--- src/rtl/ref_search_sched.sv ---
`default_nettype none
// ref_search_sched: raster full-search read sequencer from the reference memory to the PE array.
// Rev 1.0. Defining REF_SCHED_ABORT_EN adds an `abort` input that returns the block to IDLE.
module ref_search_sched #(
  parameter int BLK_ROWS = 32,
  parameter int SR_X     = 16,
  parameter int SR_Y     = 64
) (
  input  logic       clk,
  input  logic       rst,
  input  logic       start,
  input  logic       pre_done,
  input  logic       pe_ready,
`ifdef REF_SCHED_ABORT_EN
  input  logic       abort,
`endif
  output logic [6:0] rd_address,
  output logic       rd8R_en,
  output logic [3:0] rdR_sel,
  output logic       pe_valid,
  output logic       pe_first,
  output logic       pe_last,
  output logic [3:0] search_x,
  output logic [6:0] search_y,
  output logic       busy,
  output logic       done
);

  localparam logic [6:0] ROW_LAST = 7'(BLK_ROWS - 1);
  localparam logic [3:0] X_LAST   = 4'(SR_X - 1);
  localparam logic [6:0] Y_LAST   = 7'(SR_Y - 1);

  typedef enum logic [2:0] {
    S_IDLE     = 3'd0,
    S_WAIT_PRE = 3'd1,
    S_ISSUE    = 3'd2,
    S_DRAIN    = 3'd3,
    S_DONE     = 3'd4
  } state_t;

  state_t     state, next_state;

  logic [6:0] r_row;
  logic [3:0] r_x;
  logic [6:0] r_y;

  // Tags of the read in flight; they reach the PE outputs one cycle later with the data.
  logic       r_pend;
  logic       r_pend_first;
  logic       r_pend_last;
  logic [3:0] r_pend_x;
  logic [6:0] r_pend_y;

  logic       w_issue;
  logic       w_clear;
  logic       w_abort;
  logic       w_at_end;

`ifdef REF_SCHED_ABORT_EN
  assign w_abort = abort;
`else
  assign w_abort = 1'b0;
`endif

  assign w_at_end = (r_row == ROW_LAST) && (r_x == X_LAST) && (r_y == Y_LAST);

  always_ff @(posedge clk) begin
    if (rst) begin
      state <= S_IDLE;
    end else begin
      state <= next_state;
    end
  end

  always_comb begin
    next_state = state;
    w_issue    = 1'b0;
    w_clear    = 1'b0;
    case (state)
      S_IDLE: begin
        if (start) begin
          next_state = S_WAIT_PRE;
          w_clear    = 1'b1;
        end
      end
      S_WAIT_PRE: begin
        if (pre_done) begin
          next_state = S_ISSUE;
        end
      end
      S_ISSUE: begin
        if (pe_ready) begin
          w_issue = 1'b1;
          if (w_at_end) begin
            next_state = S_DRAIN;
          end
        end
      end
      S_DRAIN: next_state = S_IDLE == S_IDLE ? S_DONE : S_DONE;
      S_DONE:  next_state = S_IDLE;
      default: next_state = S_IDLE;
    endcase
    // Abort wins over everything, including a simultaneous start.
    if (w_abort) begin
      next_state = S_IDLE;
      w_issue    = 1'b0;
      w_clear    = 1'b0;
    end
  end

  always_ff @(posedge clk) begin
    if (rst || w_abort) begin
      rd_address   <= 7'd0;
      rd8R_en      <= 1'b1;
      rdR_sel      <= 4'd0;
      pe_valid     <= 1'b0;
      pe_first     <= 1'b0;
      pe_last      <= 1'b0;
      search_x     <= 4'd0;
      search_y     <= 7'd0;
      busy         <= 1'b0;
      done         <= 1'b0;
      r_row        <= 7'd0;
      r_x          <= 4'd0;
      r_y          <= 7'd0;
      r_pend       <= 1'b0;
      r_pend_first <= 1'b0;
      r_pend_last  <= 1'b0;
      r_pend_x     <= 4'd0;
      r_pend_y     <= 7'd0;
    end else begin
      done     <= (state == S_DONE);
      // Busy stays up through the done pulse and drops together with it.
      busy     <= (next_state != S_IDLE) || (state == S_DONE);
      rd8R_en  <= ~w_issue;
      r_pend   <= w_issue;
      pe_valid <= r_pend;
      pe_first <= r_pend & r_pend_first;
      pe_last  <= r_pend & r_pend_last;
      if (r_pend) begin
        search_x <= r_pend_x;
        search_y <= r_pend_y;
      end

      if (w_clear) begin
        r_row <= 7'd0;
        r_x   <= 4'd0;
        r_y   <= 7'd0;
      end else if (w_issue) begin
        rd_address   <= r_y + r_row;
        rdR_sel      <= r_x;
        r_pend_first <= (r_row == 7'd0);
        r_pend_last  <= (r_row == ROW_LAST);
        r_pend_x     <= r_x;
        r_pend_y     <= r_y;
        if (r_row == ROW_LAST) begin
          r_row <= 7'd0;
          if (r_x == X_LAST) begin
            r_x <= 4'd0;
            r_y <= r_y + 7'd1;
          end else begin
            r_x <= r_x + 4'd1;
          end
        end else begin
          r_row <= r_row + 7'd1;
        end
      end
    end
  end

endmodule
`default_nettype wire

--- config.mk ---
export PLATFORM = sky130hd
export DESIGN_NAME = ref_search_sched
export DESIGN_NICKNAME = d
export VERILOG_FILES = /design/src/rtl/ref_search_sched.sv
export SDC_FILE = /design/constraint.sdc
export NUM_CORES = 1
export LEC_CHECK = 0
export BUFFER_PORTS_ARGS = -buffer_cell sky130_fd_sc_hd__buf_4
export CAP_MARGIN = 20
export CORE_MARGIN = 3
export CORE_UTILIZATION = 56
export DETAILED_ROUTE_END_ITERATION = 8
export PLACE_DENSITY = 0.84
export SLEW_MARGIN = 10
export SYNTH_ARGS = -nofsm -noshare
export SYNTH_HDL_FRONTEND = slang
export SYNTH_SLANG_ARGS = --single-unit
--- constraint.sdc ---
create_clock -name clk -period 2.6 [get_ports clk]
set_input_delay 0.52 -clock clk [delete_from_list [all_inputs] [get_ports clk]]
set_output_delay 0.52 -clock clk [all_outputs]
set_load 0.005 [all_outputs]
==> impl_metrics.ini <==
[outcome]
status = finished, final reports clean

[pwr]
power_density_mw_per_mm2 = 634
p_total_mw = 1.91
leakagePower_nw = 1.14
peakVddDrop_mv = 0.622

[grt]
grt_overflow = 0
antenna_found_initial = 0
grt_max_degree = 40
grt_pass1_vias = 1965
grt_pass1_wl_mm = 8.66
grt_usage_pct = 21.1

[worst_setup_path]
path_delay_family = simple AND/OR/NAND/NOR gates
crit_chain = ha_1, and4_1, nand3_2, or4_1, a211oi_2
cp.buffers_inverters = 0
arrival_ns = 2.34
crit_slowest_cell = or4_1
startpoint_type = flop
slowest_delay_ns = 0.60
crit_fanout = 11
cp.required_ns = 2.87
end_kind = flop
critPathKind = flop to flop

[final_layout]
design_area_sq_mm = 0.00301
final-seq-area_sq_mm = 0.00118
area_delta_synth_final_pct = 18.9
mostFrequentLayoutCells = dfxtp_1, nand2_1, buf_4, a21oi_1, nor2_1
nNetsFinal = 328
drive_gt1_share_pct = 18.3
layout_commonest_cell = dfxtp_1
fill_cells = 315
diodes = 0
multi_input_area_sq_mm = 0.00124

[drt]
num_vias = 2082
first_iter_violations = 149
drt_wl_total_mm = 5.13
ant_nets = 0
firstDrtPassIters = 4
route.detailed.wl_per_inst_um = 14.0
route.detailed.drc = 0
viasPerCell = 5.67

[timing]
fin_crit_ns = 2.07
layout_setup_ws_ns = 0.528
setup_viol = 0
fmax_mhz = 483
rsz0062_at_grt = no
relSlewSlack_pct = 56.2
hold-worst-slack_ns = 0.453
fin_setup_tns_ns = 0
clock_skew_ns = 0.00516
worst_slew_pin_slew_ns = 0.656
finalCritPeriodShare_pct = 79.7
hold_viol = 0
slew_violations = 0

[synth]
synth_warnings = 0
synthFlopType = dfxtp_1
synth_seq_cells = 59
synth_nets = 297
avgSynthCellArea_sq_um = 9.02
netlist_area_sq_mm = 0.00253
syn_inst = 281
synth-edff-count = 0
ys_seq_area_share_pct = 46.6
async_reset_ff_share_pct = 0
yosysUniqueCellTypes = 45

[floorplanning]
core_sq_mm = 0.00417
die_height_um = 73.3
num_rows = 23
io_pins = 33
dieWidth_um = 73.3
dieArea_sq_mm = 0.00537
start_util_pct = 60.7

[clocking]
post_cts_buffers = 0
clkLatencyLatePin_ns = 0.34
cts_tree = done
cts_root_buf = clkbuf_8
numCtsBuffers = 9
postCtsHoldBufs = 0
cts.sinks = 59
path_clk_slew_ns = 0.07
clockBufferDepth = 2
post_cts_resized = 0
htree_levels = 3

[place]
place.gp.congestion = 0.942
dpl_cell_area_sq_mm = 0.00279
io_buffers = 32
place_hpwl_mm = 3.43
preCtsSetupSlack_ns = 0.514

[worst_hold_path]
hold_class = flop to flop

[job]
maxCapViolations = 0
registers in the layout, summed over array words and instances (netlist names), 3 cells and up:
signal,count
search_y,7
r_x,4
r_y,7
r_pend_y,7
search_x,4
r_pend_x,4
r_row,7
rd_address,7
state,3
report_power, final:
part	leakage (nW)	internal (mW)	switching (mW)
clock network	0.108	0.565	0.372
registers	0.476	0.910	0.00649
logic	0.553	0.0211	0.0360
total	1.14	1.50	0.415
final timing paths:
check / start / slack, ns / depth (start not counted) / endpoint
max: r_row[1] / 0.53 / 5 / state[0]
max reg2reg: r_row[1] / 0.53 / 5 / state[0]
min: rd_address[2] / 0.45 / 2 / rd_address[2]
min reg2reg: rd_address[2] / 0.45 / 2 / rd_address[2]
cell type report:
cell class / count / share of cell area [%]
clock buffers: 10 / 4.57
inverters: 11 / 1.37
well taps: 50 / 2.08
clock inverters: 6 / 2.95
flip-flops and latches: 59 / 39.2
repair buffers: 34 / 8.48
multi-input cells: 197 / 41.3
synth_stat cells, drive strengths merged (3+ instances only):
library cell,count,area (sq um)
or4,3,22.5
nand2,40,150
clkbuf,7,26.3
buf,7,40.0
nand3,13,70.1
a21oi,27,135
xor2,7,61.3
mux2i,15,150
o31ai,3,22.5
a31o,3,26.3
nor3,4,20.0
and3,4,25.0
nand4,6,37.5
or3,5,31.3
ha,10,125
dfxtp,59,1180
nor2,25,101
o21ai,4,20.0
inv,11,41.3
worst min-delay path, cell delays in order, from the launching register on:
cell and delay, ns:
dfxtp_1 0.31, nand2_1 0.05, a21oi_1 0.05
cells by family after synthesis:
logic type	share of synthesized area [%]
compound gates	11.8
xor+xnor	3.11
fa+ha+maj	5.73
buf+inv	4.25
flops	46.6
mux	6.37
simple gates	22.2
stage by stage:
stage	utilization, %	cells
after CTS	72.2	367
final	72.2	367
after detailed placement	66.7	351
after global routing	72.2	367
after floorplan	-	281
after global placement	66.7	351
routing by layer:
layer / routed length [um] / share of wire [%] / vias up / track usage, %
li1: - / - / 1049 / -
met2: 2430 / 47 / 54 / 33.1
met3: 289 / 5.6 / 9 / 5.61
met1: 2320 / 45 / 970 / 26.2
met5: 0 / 0 / - / 0
met4: 91 / 1.8 / 0 / 11.7
Power figures use the tool's default switching activity.
